==> src/rtl/regfile_pkg.sv <==
// Shared types and default sizing for the processor register file.
package regfile_pkg;

  typedef enum logic {CLEAR, IDLE} rf_state_t;

  localparam int unsigned RF_W = 8;
  localparam int unsigned RF_D = 8;

endpackage

==> src/rtl/regfile_clr_seq.sv <==
// Clear engine for regfile_pc: CLEAR/IDLE FSM and sweep pointer.
module regfile_clr_seq
  import regfile_pkg::*;
#(
  parameter int unsigned D = RF_D,
  localparam int unsigned AW = $clog2(D)
) (
  input  logic          clk,
  input  logic          Rst_n,
  input  logic          Clr,
  output logic          Busy,
  output logic          clr_we,
  output logic [AW-1:0] clr_addr
);

  localparam logic [AW-1:0] LAST = AW'(D - 1);

  rf_state_t     state, state_nx;
  logic [AW-1:0] ptr, ptr_nx;

  always_ff @(posedge clk) begin
    if (!Rst_n) begin
      state <= CLEAR;
      // The reset edge zeroes entry 0 in the array, so the sweep resumes at entry 1.
      ptr   <= AW'(1);
    end else begin
      state <= state_nx;
      ptr   <= ptr_nx;
    end
  end

  always_comb begin
    state_nx = state;
    ptr_nx   = ptr;
    case (state)
      CLEAR: begin
        if (ptr == LAST) begin
          state_nx = IDLE;
          ptr_nx   = '0;
        end else begin
          ptr_nx = ptr + AW'(1);
        end
      end
      IDLE: begin
        if (Clr) begin
          state_nx = CLEAR;
          ptr_nx   = '0;
        end
      end
      default: ;
    endcase
  end

  assign Busy     = (state == CLEAR);
  assign clr_we   = (state == CLEAR);
  assign clr_addr = ptr;

endmodule

==> src/rtl/regfile_pc.sv <==
// Parametrised register file: 2 combinational reads, 1 sync write, hardware clear.
// Define REGFILE_BYPASS_EN for same-cycle write-to-read forwarding.
module regfile_pc
  import regfile_pkg::*;
#(
  parameter int unsigned W = RF_W,
  parameter int unsigned D = RF_D,
  parameter bit R0_ZERO = 1'b0,
  localparam int unsigned AW = $clog2(D)
) (
  input  logic          clk,
  input  logic          Rst_n,
  input  logic          Clr,
  input  logic          Wen,
  input  logic [AW-1:0] Wd,
  input  logic [W-1:0]  Wdat,
  input  logic [AW-1:0] Ra,
  input  logic [AW-1:0] Rb,
  output logic [W-1:0]  RdatA,
  output logic [W-1:0]  RdatB,
  output logic          Busy
);

  logic [W-1:0]  core [D];
  logic          clr_we;
  logic [AW-1:0] clr_addr;
  logic          wr_ok;

  regfile_clr_seq #(.D(D)) u_clr_seq (
    .clk      (clk),
    .Rst_n    (Rst_n),
    .Clr      (Clr),
    .Busy     (Busy),
    .clr_we   (clr_we),
    .clr_addr (clr_addr)
  );

  // A pointer is usable if it lands inside the array and is not the hard-wired zero entry.
  function automatic logic ptr_ok(input logic [AW-1:0] p);
    return (32'(p) < D) && !(R0_ZERO && (p == '0));
  endfunction

  assign wr_ok = Wen && !Busy && ptr_ok(Wd);

  always_ff @(posedge clk) begin
    if (!Rst_n) begin
      core[0] <= '0;
    end else if (clr_we) begin
      core[clr_addr] <= '0;
    end else if (wr_ok) begin
      core[Wd] <= Wdat;
    end
  end

  always_comb begin
    RdatA = '0;
    RdatB = '0;
    if (!Busy) begin
      if (ptr_ok(Ra)) RdatA = core[Ra];
      if (ptr_ok(Rb)) RdatB = core[Rb];
`ifdef REGFILE_BYPASS_EN
      if (wr_ok && (Wd == Ra)) RdatA = Wdat;
      if (wr_ok && (Wd == Rb)) RdatB = Wdat;
`endif
    end
  end

endmodule

==> config.mk <==
export PLATFORM = sky130hd
export DESIGN_NAME = regfile_pc
export DESIGN_NICKNAME = d
export VERILOG_FILES = /design/src/rtl/regfile_pkg.sv /design/src/rtl/regfile_clr_seq.sv /design/src/rtl/regfile_pc.sv
export SDC_FILE = /design/constraint.sdc
export NUM_CORES = 1
export LEC_CHECK = 0
export CAP_MARGIN = 0
export CORE_UTILIZATION = 25
export CTS_BUF_LIST = sky130_fd_sc_hd__clkbuf_8 sky130_fd_sc_hd__clkbuf_16
export CTS_CLUSTER_DIAMETER = 150
export DETAILED_ROUTE_END_ITERATION = 6
export PLACE_DENSITY_LB_ADDON = 0.25
export SLEW_MARGIN = 10
export SYNTH_ARGS = -nofsm -noshare
export SYNTH_HDL_FRONTEND = slang
export SYNTH_SLANG_ARGS = --single-unit
==> constraint.sdc <==
create_clock -name clk -period 2 [get_ports clk]
set_input_delay 0.3 -clock clk [delete_from_list [all_inputs] [get_ports clk]]
set_output_delay 0.3 -clock clk [all_outputs]
set_load 0.01 [all_outputs]
==> flow_summary.ini <==
[min_path]
timing.hold.worst_path_depth = 1
holdPathEnd = u_clr_seq.clr_addr[0]$_SDFFE_PN1P_
hp-start = u_clr_seq.clr_addr[0]$_SDFFE_PN1P_
hold_path_class = register to register

[floorplanning]
rows = 42
fp.dieArea_mm2 = 0.0142
initial_core_util_pct = 25.8
top_level_ports = 38
fp.coreArea_mm2 = 0.0133
floorplan.die.height_um = 119
dieWidth_um = 119

[sta]
holdWs_ns = 0.598
timing.slew.headroom_pct = 70.4
fin_crit_ns = 1.96
timing.clock.skew_ns = 0.00459
grt_setup_unrepaired = yes
timing_worst_slew_pin_value_ns = 0.440
setup-violations-final = 0
post-route-period-util_pct = 97.9
final_hold_vio_count = 0
finalSetupTns_ns = 0
maxSlewViolCount = 0
fmax_mhz = 511

[worst_setup_path]
rr_endpoint = core[1][6]$_DFFE_PP_
crit_path_max_fanout = 7
critical_path_required_ns = 1.70
critical-path-top-delay-family = buffers and inverters
path_cells = clkdlybuf4s15_2, buf_12, buf_4, mux4_2, mux2i_1, nor2_1, clkdlybuf4s15_2
timing.critical_path.slowest_stage_cell = sky130_fd_sc_hd__mux4_2
worst_setup_path_end_kind = output port
timing.reg2reg.setup_slack_ns = 0.36
critPathMaxStageDelay_ns = 0.50
worstPathArrival_ns = 1.66
r2r_start = u_clr_seq.state$_SDFF_PN0_
cpMostUsedCell = sky130_fd_sc_hd__clkdlybuf4s15_2
worst_setup_path_start_kind = input port
rr_worst_depth = 5
path_buf_inv = 4
worstSetupPathType = input port to output port
crit_cells = 7

[cells_and_area]
fin_cells = 436
num-fill-cells = 1343
syn_to_final_growth_pct = 29.5
antenna_cells_inserted = 0
layout-drive-gt1-share_pct = 33.8
final_net_count = 279

[logic_synthesis]
synth.yosys.seq_area_share_pct = 58.2
synth_area_per_cell_um2 = 18.0
number_of_distinct_library_cells_after_synthesis = 25
synth_warnings = 0
post_synth_instance_area_mm2 = 0.00344
syn_nets = 214
ys_ff_latch = 68
synthCells = 191

[clock_network]
htree_levels = 3
cts.reportedPaths.clkPinSlew_ns = 0.05
clk_root_buffer_cell = sky130_fd_sc_hd__clkbuf_16
clock_sinks = 68
worstSkewPairLatency_ns = 0.32
cts_made_buffers = 9
max_root_sink_buffers = 2
clock_tree_from_tritoncts = done

[detailed_routing]
route.detailed.drc = 0
routed_wire_length_per_instance_um = 18.3
number_of_iterations_in_the_first_detailed_routing_pass = 4
wirelength_mm = 7.98
drtIter0Drc = 85
ant_nets = 0
detailroute.via_count = 1987
drt-vias-per-instance = 4.56

[grt]
grt_max_degree = 16
wire_length_of_the_first_global_routing_pass_mm = 12.4
globalRouteTotalUtil_pct = 12.1
number_of_antenna_violations_at_the_first_check_in_global_routing = 0
global_route.overflow_total = 0
grt_pass1_vias = 2166

[pwr]
intPower_w = 0.00287
clock_power_share_pct = 41.5
p_sw_w = 0.000816
power.total_w = 0.00368
p_sw_share_pct = 22.2
static-leakage-power_nw = 1.56
ir_drop_worst_vdd_v = 0.000401
powerDensity_mw_per_mm2 = 827
p_comb_share_pct = 12.9
power_frac_seq_pct = 45.6

[status]
run_status = complete, no violations

[place]
place.gp.congestion = 0.737
dp.cells = 411
port-buffer-count = 37
dp.final_hpwl_mm = 4.99

[flow_run]
max_cap_viol_count = 0
## per-stage QoR
step | instance area, um2 | setup slack, ns | utilization [%]
4_1_cts | 4500 | 0.000784 | 33.7
6_report | 4460 | 0.0417 | 33.4
3_5_place_dp | 4140 | -0.642 | 31.0
5_1_grt | 4460 | -0.0490 | 33.4
2_1_floorplan | 3440 | 0.0822 | -
3_3_place_gp | 4140 | -0.684 | 31.0
## final cells by class
cell class | count | area, um2 | share of cell area [%]
clock buffer | 9 | 225 | 5.05
clock inverter | 6 | 66.3 | 1.49
inverter | 2 | 7.51 | 0.168
multi-input combinational | 107 | 1260 | 28.2
sequential | 68 | 2000 | 44.9
tap | 176 | 220 | 4.94
timing repair buffer | 68 | 678 | 15.2
## cell usage after synthesis
cell                         n  share of area [%]
sky130_fd_sc_hd__o21a_1      2               0.44
sky130_fd_sc_hd__and3_1      4               0.73
sky130_fd_sc_hd__mux2i_1    16                4.7
sky130_fd_sc_hd__buf_4       1               0.22
sky130_fd_sc_hd__buf_2       5               0.73
sky130_fd_sc_hd__nand2b_1    1               0.18
sky130_fd_sc_hd__ha_1        2               0.73
sky130_fd_sc_hd__inv_1       2               0.22
sky130_fd_sc_hd__and2_1     11                2.0
sky130_fd_sc_hd__o311ai_0    1               0.25
sky130_fd_sc_hd__o2bb2ai_1   2               0.51
sky130_fd_sc_hd__mux4_2      3                2.0
sky130_fd_sc_hd__nand2_1     2               0.22
sky130_fd_sc_hd__nor2_1     16                1.7
sky130_fd_sc_hd__buf_6       2               0.65
sky130_fd_sc_hd__clkbuf_1    4               0.44
sky130_fd_sc_hd__dfxtp_1     4                2.3
sky130_fd_sc_hd__nor2b_1     3               0.55
sky130_fd_sc_hd__nand3b_1    1               0.22
sky130_fd_sc_hd__a31oi_1     1               0.18
sky130_fd_sc_hd__edfxtp_1   64                 56
sky130_fd_sc_hd__buf_12      2                1.2
sky130_fd_sc_hd__nor3_1      8                1.2
sky130_fd_sc_hd__mux4_1     29                 22
sky130_fd_sc_hd__o21ai_0     5               0.73
## cell families (layout without fill, tap and decap cells)
family                     after synthesis  count (layout)  synth area share [%]
AOI/OAI and AO/OA                       11              11                  2.11
adders and majority gates                2               2                 0.727
buffers and inverters                   16              85                  3.42
DFF                                     68              68                  58.2
muxes                                   48              48                  28.8
and+or+nand+nor                         46              46                  6.80
## layout by cell type, fill, tap and decap left out, types with 2 or more instances in the layout
cell type,instances
sky130_fd_sc_hd__clkdlybuf4s50_1,17
sky130_fd_sc_hd__buf_4,23
sky130_fd_sc_hd__nor2b_1,3
sky130_fd_sc_hd__bufbuf_16,2
sky130_fd_sc_hd__o21ai_0,5
sky130_fd_sc_hd__ha_1,2
sky130_fd_sc_hd__inv_1,2
sky130_fd_sc_hd__buf_12,6
sky130_fd_sc_hd__nor3_1,8
sky130_fd_sc_hd__clkinvlp_4,3
sky130_fd_sc_hd__and3_1,4
sky130_fd_sc_hd__dfxtp_1,4
sky130_fd_sc_hd__clkbuf_2,4
sky130_fd_sc_hd__mux4_2,22
sky130_fd_sc_hd__clkbuf_16,9
sky130_fd_sc_hd__clkdlybuf4s15_2,3
sky130_fd_sc_hd__and2_1,11
sky130_fd_sc_hd__o2bb2ai_1,2
sky130_fd_sc_hd__o21a_1,2
sky130_fd_sc_hd__buf_2,10
sky130_fd_sc_hd__nand2_1,2
sky130_fd_sc_hd__edfxtp_1,64
sky130_fd_sc_hd__mux4_1,10
sky130_fd_sc_hd__nor2_1,16
sky130_fd_sc_hd__mux2i_2,2
sky130_fd_sc_hd__mux2i_1,14
## state kept, by name, summed over array words and instances, names as in the netlist
| register | cells |
|---|---|
| core | 64 |
| u_clr_seq.state | 1 |
| u_clr_seq.clr_addr | 3 |
## power groups by stage
stage	Combinational (W)	Sequential, W	Clock [W]
6_report	0.000476	0.00168	0.00153
5_1_grt	0.000515	0.00169	0.00161
4_1_cts	0.000483	0.00168	0.00155
3_5_place_dp	0.000441	0.00170	0
3_3_place_gp	0.000439	0.00170	0
2_1_floorplan	0.000274	0.00169	0
## timing repair
action | 4_1_cts | 5_1_grt
gates cloned | 3 | 0
resized for setup | 79 | 12
setup endpoints to repair | 16 | 10
buffers inserted | 7 | 0
pin swaps | 0 | 1
hold buffers | 0 | 0
## metal layers
layer	vias to the layer above	track usage [%]	part of all wire (%)
li1	913	-	-
met1	1019	16.1	47
met2	46	19.9	49
met3	9	2.16	3.0
met4	0	4.45	1.2
met5	-	0	0
## worst max-delay path by stage
stage	from	end
3_5_place_dp	Rb[1]	RdatB[0]
6_report	Ra[1]	RdatA[7]
2_1_floorplan	u_clr_seq.state$_SDFF_PN0_	core[3][0]$_DFFE_PP_
3_3_place_gp	Rb[1]	RdatB[7]
4_1_cts	core[3][5]$_DFFE_PP_	RdatB[5]
5_1_grt	core[2][0]$_DFFE_PP_	RdatA[0]
No activity file was read; power rests on OpenSTA's default activity.
